<file path="config.mk">
export PLATFORM = sky130hd
export DESIGN_NAME = i2s_master_tx
export DESIGN_NICKNAME = d
export VERILOG_FILES = /design/src/rtl/i2s_master_tx.sv
export SDC_FILE = /design/constraint.sdc
export NUM_CORES = 1
export LEC_CHECK = 0
export ABC_AREA = 1
export CAP_MARGIN = 40
export CORE_MARGIN = 5
export CORE_UTILIZATION = 60
export CTS_CLUSTER_DIAMETER = 30
export DETAILED_ROUTE_END_ITERATION = 8
export GPL_TIMING_DRIVEN = 0
export HOLD_SLACK_MARGIN = 0.02
export PLACE_DENSITY_LB_ADDON = 0.3
export RECOVER_POWER = 50
export SLEW_MARGIN = 5
export SYNTH_ARGS = -nofsm -noshare
export SYNTH_HDL_FRONTEND = slang
export SYNTH_SLANG_ARGS = --single-unit
export TNS_END_PERCENT = 100
</file>
<file path="constraint.sdc">
create_clock -name clk -period 5.9 [get_ports clk]
set_input_delay 0.59 -clock clk [delete_from_list [all_inputs] [get_ports clk]]
set_output_delay 0.59 -clock clk [all_outputs]
set_load 0.02 [all_outputs]
</file>
<file path="src/rtl/i2s_master_tx.sv">
// i2s_master_tx: clock-master I2S transmitter.
// Generates BCLK/LRCLK from clk and serializes packed stereo samples as
// standard I2S (MSB one BCLK after each LRCLK edge).
// Build option: I2S_TX_HOLD_ON_UNDERRUN_EN -- when defined, an underrun frame
// repeats the last loaded frame; otherwise an underrun frame is silence.
// Ports:
//   clk, reset_n       system clock, async active-low reset
//   tx_en              run enable; low forces the serial outputs idle
//   sample_data/valid  packed {left, right} sample offer
//   sample_ready       holding register empty
//   i2s_bclk/lrclk     serial clocks (lrclk: 0 = left, 1 = right)
//   i2s_sdata          serial data, changes on BCLK falling edges
//   frame_start        one-clk pulse per frame load
//   underrun           one-clk pulse when a frame loads with no sample held
module i2s_master_tx #(
    parameter int unsigned SAMPLE_BITS = 16,
    parameter int unsigned SLOT_BITS   = 32,
    parameter int unsigned BCLK_DIV    = 4
) (
    input  logic                     clk,
    input  logic                     reset_n,
    input  logic                     tx_en,
    input  logic [2*SAMPLE_BITS-1:0] sample_data,
    input  logic                     sample_valid,
    output logic                     sample_ready,
    output logic                     i2s_bclk,
    output logic                     i2s_lrclk,
    output logic                     i2s_sdata,
    output logic                     frame_start,
    output logic                     underrun
);

    localparam int unsigned FRAME_W = 2 * SAMPLE_BITS;
    localparam int unsigned DIV_W   = $clog2(BCLK_DIV);
    localparam int unsigned BIT_W   = $clog2(2 * SLOT_BITS);
    localparam int unsigned IDX_W   = (SAMPLE_BITS > 1) ? $clog2(SAMPLE_BITS) : 1;

    localparam logic [DIV_W-1:0] DIV_LAST = DIV_W'(BCLK_DIV - 1);
    localparam logic [BIT_W-1:0] BIT_LAST = BIT_W'(2 * SLOT_BITS - 1);
    localparam logic [BIT_W-1:0] SLOT_LEN = BIT_W'(SLOT_BITS);

    logic [DIV_W-1:0]   div_cnt_q, div_cnt_d;
    logic [BIT_W-1:0]   bit_cnt_q, bit_cnt_d;
    logic               bclk_q, bclk_d;
    logic               lrclk_q, lrclk_d;
    logic               sdata_q, sdata_d;
    logic               frame_start_q, frame_start_d;
    logic               underrun_q, underrun_d;
    logic               hold_full_q, hold_full_d;
    logic [FRAME_W-1:0] hold_data_q, hold_data_d;
    logic [FRAME_W-1:0] frame_q, frame_d;
`ifdef I2S_TX_HOLD_ON_UNDERRUN_EN
    logic [FRAME_W-1:0] last_frame_q, last_frame_d;
`endif

    logic                   accept;
    logic                   fall;
    logic                   load;
    logic [BIT_W-1:0]       next_bit;
    logic [BIT_W-1:0]       slot_bit;
    logic [IDX_W-1:0]       sample_idx;
    logic [SAMPLE_BITS-1:0] ch_word;

    // Divider, bit counter, serializer and holding register next state
    always_comb begin
        div_cnt_d     = div_cnt_q;
        bit_cnt_d     = bit_cnt_q;
        bclk_d        = bclk_q;
        lrclk_d       = lrclk_q;
        sdata_d       = sdata_q;
        frame_start_d = 1'b0;
        underrun_d    = 1'b0;
        hold_full_d   = hold_full_q;
        hold_data_d   = hold_data_q;
        frame_d       = frame_q;
`ifdef I2S_TX_HOLD_ON_UNDERRUN_EN
        last_frame_d  = last_frame_q;
`endif
        accept     = sample_valid & ~hold_full_q;
        fall       = 1'b0;
        load       = 1'b0;
        next_bit   = bit_cnt_q;
        slot_bit   = '0;
        sample_idx = '0;
        ch_word    = '0;

        if (!tx_en) begin
            // Idle: park the counters so re-enable starts a fresh frame
            div_cnt_d = '0;
            bit_cnt_d = BIT_LAST;
            bclk_d    = 1'b0;
            lrclk_d   = 1'b0;
            sdata_d   = 1'b0;
        end else if (div_cnt_q == DIV_LAST) begin
            div_cnt_d = '0;
            bclk_d    = ~bclk_q;
            fall      = bclk_q;
        end else begin
            div_cnt_d = div_cnt_q + DIV_W'(1);
        end

        if (fall) begin
            if (bit_cnt_q == BIT_LAST) begin
                next_bit = '0;
                load     = 1'b1;
            end else begin
                next_bit = bit_cnt_q + BIT_W'(1);
            end
            bit_cnt_d = next_bit;
            lrclk_d   = (next_bit >= SLOT_LEN);
            slot_bit  = lrclk_d ? (next_bit - SLOT_LEN) : next_bit;
            ch_word   = lrclk_d ? frame_q[SAMPLE_BITS-1:0] : frame_q[FRAME_W-1:SAMPLE_BITS];
            // Slot bit b carries channel bit [SAMPLE_BITS-b]
            sample_idx = IDX_W'(SAMPLE_BITS - 1) - IDX_W'(slot_bit - BIT_W'(1));
            if ((slot_bit >= BIT_W'(1)) && (slot_bit <= BIT_W'(SAMPLE_BITS))) begin
                sdata_d = ch_word[sample_idx];
            end else begin
                sdata_d = 1'b0;
            end
        end

        // Load sees the pre-edge holding state; a same-clk accept waits a frame
        if (load) begin
            frame_start_d = 1'b1;
            if (hold_full_q) begin
                frame_d     = hold_data_q;
                hold_full_d = 1'b0;
`ifdef I2S_TX_HOLD_ON_UNDERRUN_EN
                last_frame_d = hold_data_q;
`endif
            end else begin
                underrun_d = 1'b1;
`ifdef I2S_TX_HOLD_ON_UNDERRUN_EN
                frame_d = last_frame_q;
`else
                frame_d = '0;
`endif
            end
        end

        if (accept) begin
            hold_full_d = 1'b1;
            hold_data_d = sample_data;
        end
    end

    // State registers
    always_ff @(posedge clk or negedge reset_n) begin
        if (!reset_n) begin
            div_cnt_q     <= '0;
            bit_cnt_q     <= BIT_LAST;
            bclk_q        <= 1'b0;
            lrclk_q       <= 1'b0;
            sdata_q       <= 1'b0;
            frame_start_q <= 1'b0;
            underrun_q    <= 1'b0;
            hold_full_q   <= 1'b0;
            hold_data_q   <= '0;
            frame_q       <= '0;
`ifdef I2S_TX_HOLD_ON_UNDERRUN_EN
            last_frame_q  <= '0;
`endif
        end else begin
            div_cnt_q     <= div_cnt_d;
            bit_cnt_q     <= bit_cnt_d;
            bclk_q        <= bclk_d;
            lrclk_q       <= lrclk_d;
            sdata_q       <= sdata_d;
            frame_start_q <= frame_start_d;
            underrun_q    <= underrun_d;
            hold_full_q   <= hold_full_d;
            hold_data_q   <= hold_data_d;
            frame_q       <= frame_d;
`ifdef I2S_TX_HOLD_ON_UNDERRUN_EN
            last_frame_q  <= last_frame_d;
`endif
        end
    end

    assign sample_ready = ~hold_full_q;
    assign i2s_bclk     = bclk_q;
    assign i2s_lrclk    = lrclk_q;
    assign i2s_sdata    = sdata_q;
    assign frame_start  = frame_start_q;
    assign underrun     = underrun_q;

endmodule

</file>
==> impl_results.html <==
<table>
<tr><th>Metric</th><th>Value</th></tr>
<tr><th colspan="2">Worst hold path</th></tr>
<tr><td>Worst hold path depth</td><td>1</td></tr>
<tr><td>Origin of the worst min-delay path</td><td>div_cnt_q[0]</td></tr>
<tr><td>Min-delay worst type</td><td>flip-flop to flip-flop</td></tr>
<tr><th colspan="2">Clocking</th></tr>
<tr><td>Insertion delay of the later-clocked pin in the worst-skew pair</td><td>0.34 ns</td></tr>
<tr><td>Setup bufs post-CTS</td><td>0</td></tr>
<tr><td>Clock root buffer</td><td>clkbuf_8</td></tr>
<tr><td>H-tree Lvls</td><td>3</td></tr>
<tr><td>Worst-case clock buffer depth</td><td>2</td></tr>
<tr><td>CTS Buf Count</td><td>9</td></tr>
<tr><td>Clock transition at the registers of the reported paths</td><td>0.07 ns</td></tr>
<tr><td>Hold bufs inserted after CTS</td><td>0</td></tr>
<tr><td>CTS tree</td><td>yes</td></tr>
<tr><td>Number of gates given a new drive strength after cts</td><td>0</td></tr>
<tr><td>CTS sink count</td><td>78</td></tr>
<tr><th colspan="2">Worst setup path</th></tr>
<tr><td>Reg2Reg Setup Slack</td><td>3.70 ns</td></tr>
<tr><td>Arrival time of the worst setup path</td><td>2.59 ns</td></tr>
<tr><td>Peak fanout along the critical path</td><td>10</td></tr>
<tr><td>Reg-to-reg endpoint</td><td>frame_q[19]</td></tr>
<tr><td>Setup crit end</td><td>frame_q[19]</td></tr>
<tr><td>Launch point of the worst reg-to-reg path</td><td>bit_cnt_q[1]</td></tr>
<tr><td>Worst Reg2Reg Path Length in Cells</td><td>9</td></tr>
<tr><td>CP required</td><td>6.16 ns</td></tr>
<tr><td>Start point of the critical path</td><td>tx_en</td></tr>
<tr><td>CP endpoint kind</td><td>flip-flop</td></tr>
<tr><td>Startpoint kind of the worst setup timing path</td><td>input pin</td></tr>
<tr><td>Classification of the worst setup path</td><td>input pin to flip-flop</td></tr>
<tr><th colspan="2">STA</th></tr>
<tr><td>Clock period minus final worst setup slack</td><td>2.33 ns</td></tr>
<tr><td>Final count of hold timing violations</td><td>0</td></tr>
<tr><td>Finish-stage setup viols</td><td>0</td></tr>
<tr><td>Max-Slew Margin vs Limit</td><td>-2.31%</td></tr>
<tr><td>Clock skew</td><td>0.00863 ns</td></tr>
<tr><td>Setup repair after global routing missed its margin</td><td>false</td></tr>
<tr><td>Actual transition at the worst max-transition pin</td><td>1.53 ns</td></tr>
<tr><td>Max frequency</td><td>428 MHz</td></tr>
<tr><td>Final period util</td><td>39.6%</td></tr>
<tr><td>Setup WS post-layout</td><td>3.57 ns</td></tr>
<tr><td>Total count of max-transition violations in the final report</td><td>27</td></tr>
<tr><td>Total negative slack</td><td>0 ns</td></tr>
<tr><th colspan="2">Finish</th></tr>
<tr><td>Fraction of final layout cells sized beyond drive strength 1</td><td>21.6%</td></tr>
<tr><td>Register area</td><td>1960 um2</td></tr>
<tr><td>Total number of nets in the final design</td><td>460</td></tr>
<tr><td>Antenna cells</td><td>0</td></tr>
<tr><td>Final-layout fill cell count</td><td>444</td></tr>
<tr><td>Area used by multi-input combinational logic</td><td>1460 um2</td></tr>
<tr><td>P&amp;R area growth vs syn</td><td>19.3%</td></tr>
<tr><th colspan="2">Outcome</th></tr>
<tr><td>Status</td><td>complete, but fails checks</td></tr>
<tr><td>Failing checks</td><td>capacitance limit, slew limit</td></tr>
<tr><th colspan="2">Die</th></tr>
<tr><td>Die boundary height</td><td>87.9 um</td></tr>
<tr><td>Top Ports</td><td>42</td></tr>
<tr><td>Initial Utilization</td><td>61.5%</td></tr>
<tr><td>DIE AREA</td><td>7720 um2</td></tr>
<tr><td>Core area</td><td>5920 um2</td></tr>
<tr><td>Number of rows in the core area</td><td>28</td></tr>
<tr><td>Die Span X</td><td>87.9 um</td></tr>
<tr><th colspan="2">Synthesis</th></tr>
<tr><td>Number of warnings printed during yosys synthesis</td><td>0</td></tr>
<tr><td>Sequential element share of the synthesized area</td><td>53.8%</td></tr>
<tr><td>Top cells by area in the synthesized netlist</td><td>dfrtp_1 (50%), mux2_2 (9.9%), nand2_1 (6.9%), dfstp_2 (4.3%), nand3_1 (3.9%)</td></tr>
<tr><td>Number of unique standard cell types used by synthesis</td><td>35</td></tr>
<tr><td>Portion of synthesized cell area occupied by the leading cell type</td><td>49.5%</td></tr>
<tr><td>Ys flop type</td><td>dfrtp_1</td></tr>
<tr><td>Synthesized area per cell</td><td>9.89 um2</td></tr>
<tr><td>Synthesized cell area</td><td>3640 um2</td></tr>
<tr><td>Number of flops mapped to enable cells by yosys</td><td>0</td></tr>
<tr><td>Register bit count reported by yosys</td><td>78</td></tr>
<tr><td>Net count after synthesis</td><td>407</td></tr>
<tr><td>Post-synth top area cell</td><td>dfrtp_1</td></tr>
<tr><td>Fraction of registers with async set or reset after synthesis</td><td>100%</td></tr>
<tr><td>Cell count after synthesis</td><td>368</td></tr>
<tr><th colspan="2">Flow run</th></tr>
<tr><td>Number of violations of the max-capacitance limit</td><td>1</td></tr>
<tr><th colspan="2">Power and ir drop</th></tr>
<tr><td>Part of the power in registers</td><td>53.3%</td></tr>
<tr><td>Reported leakage power</td><td>2.09 nW</td></tr>
<tr><td>Clock power frac</td><td>25.7%</td></tr>
<tr><td>Power density over the cells</td><td>321 nW/um2</td></tr>
<tr><td>Comb power frac</td><td>21.0%</td></tr>
<tr><td>Switching power of the nets</td><td>0.391 mW</td></tr>
<tr><td>VDD IR-drop max</td><td>0.000303 V</td></tr>
<tr><td>Cell internal power dissipation</td><td>1.00 mW</td></tr>
<tr><td>Sw Ratio</td><td>28.0%</td></tr>
<tr><th colspan="2">GRT</th></tr>
<tr><td>Maximum number of pins on one net before global-route repair</td><td>53</td></tr>
<tr><td>Global route overflow</td><td>0</td></tr>
<tr><td>Antenna violations before repair</td><td>0</td></tr>
<tr><td>Wire length of the first global-routing pass</td><td>13,500 um</td></tr>
<tr><td>Vias in the first global route</td><td>2,835</td></tr>
<tr><td>Global Route Usage Sum</td><td>22.7%</td></tr>
<tr><th colspan="2">Routing</th></tr>
<tr><td>DRC violation count after routing</td><td>0</td></tr>
<tr><td>Via count</td><td>2,722</td></tr>
<tr><td>First-pass DRT Iterations</td><td>4</td></tr>
<tr><td>Routed wire per std cell</td><td>15.4 um</td></tr>
<tr><td>Final WL</td><td>7710 um</td></tr>
<tr><td>Average vias per placed instance</td><td>5.44</td></tr>
<tr><td>Initial DRC count</td><td>160</td></tr>
<tr><td>Number of antenna-violating nets in the routed design</td><td>0</td></tr>
<tr><th colspan="2">Placement</th></tr>
<tr><td>Worst slack, placed</td><td>3.32 ns</td></tr>
<tr><td>Sum of net half-perimeters after detailed placement</td><td>5700 um</td></tr>
<tr><td>I/O Buffers</td><td>41</td></tr>
<tr><td>Last weighted congestion value of the routability-driven placer</td><td>0.943</td></tr>
</table>
==> metal layers <==
metal | wire, um | track usage, %
met1 | 3290 | 29.0
met2 | 3810 | 38.3
met3 | 480 | 4.99
met4 | 138 | 8.23
met5 | 0 | 0
==> state kept, by name, indices dropped and copies added, names as in the netlist <==
name and cells:
i2s_sdata 1, hold_full_q 1, frame_q 32, underrun 1, hold_data_q 32, i2s_bclk 1, bit_cnt_q 6, frame_start 1
div_cnt_q 2, i2s_lrclk 1
==> cell families after synthesis <==
| kind of cell | count (synthesis) | share of synthesized area, % |
|---|---|---|
| xor gates and xnor gates | 2 | 0.481 |
| AOI/OAI and AO/OA | 51 | 7.98 |
| adders and majority gates | 3 | 1.03 |
| muxes | 32 | 9.90 |
| and+or+nand+nor | 154 | 20.8 |
| buffers and inverters | 48 | 5.95 |
| DFF | 78 | 53.8 |
==> synth_stat cells, types with 5 or more instances <==
cell / instances
nor2_1: 33
a21oi_1: 21
dfrtp_1: 72
inv_2: 6
inv_1: 25
mux2_2: 32
nand3_1: 28
nor2_2: 5
buf_2: 8
nand2_1: 67
o21ai_0: 12
dfstp_2: 6
clkbuf_1: 5
==> worst min path at each step <==
| stage | end | slack, ns |
|---|---|---|
| final | div_cnt_q[0] | 0.46 |
| after floorplan | div_cnt_q[0] | 0.29 |
| after detailed placement | div_cnt_q[0] | 0.46 |
| after global routing | div_cnt_q[0] | 0.49 |
| after CTS | hold_data_q[3] | 0.16 |
| after global placement | div_cnt_q[0] | 0.43 |
==> worst max-delay path: stages <==
cell	delay, ns
dlygate4sd3_1	0.58
inv_1	0.07
nor2_2	0.25
inv_1	0.14
nor2_1	0.21
buf_2	0.25
buf_2	0.28
nand3_1	0.10
o21ai_0	0.10
==> metrics by stage <==
step           util [%]  hold WS (ns)  cell area (um2)  instances  power, mW
5_1_grt            73.3         0.486             4340        500       1.48
3_3_place_gp       70.0         0.429             4140        484       1.02
6_report           73.3         0.457             4340        500       1.39
3_5_place_dp       70.4         0.461             4170        485       1.05
2_1_floorplan         -         0.294             3640        368      0.938
4_1_cts            73.4         0.160             4340        500       1.40
==> cells in the final DEF, fill, tap and decap left out, types with 5 or more instances in the layout <==
master           count
dfrtp_1             72
nand2_1             67
clkdlybuf4s50_1     39
nor2_1              33
mux2_2              32
nand3_1             28
inv_1               25
a21oi_1             21
o21ai_0             12
clkbuf_8            11
buf_2                8
clkbuf_1             7
inv_2                6
dfstp_2              6
nor2_2               5
==> power groups by stage <==
stage	combinational (mW)	sequential [mW]	clock (mW)
after global routing	0.330	0.760	0.386
after CTS	0.296	0.743	0.360
after detailed placement	0.293	0.753	0
after global placement	0.276	0.745	0
after floorplan	0.213	0.725	0
final	0.293	0.743	0.357
==> area by class of cell <==
| type | count | area share (%) |
|---|---|---|
| buffer | 17 | 2.31 |
| clock buffer | 12 | 3.57 |
| clock inverter | 3 | 0.461 |
| inverter | 31 | 2.68 |
| multi-input combinational | 242 | 33.7 |
| sequential | 78 | 45.1 |
| tap | 75 | 2.16 |
| timing repair buffer | 42 | 9.95 |
No activity file was read; power rests on OpenSTA's default activity.
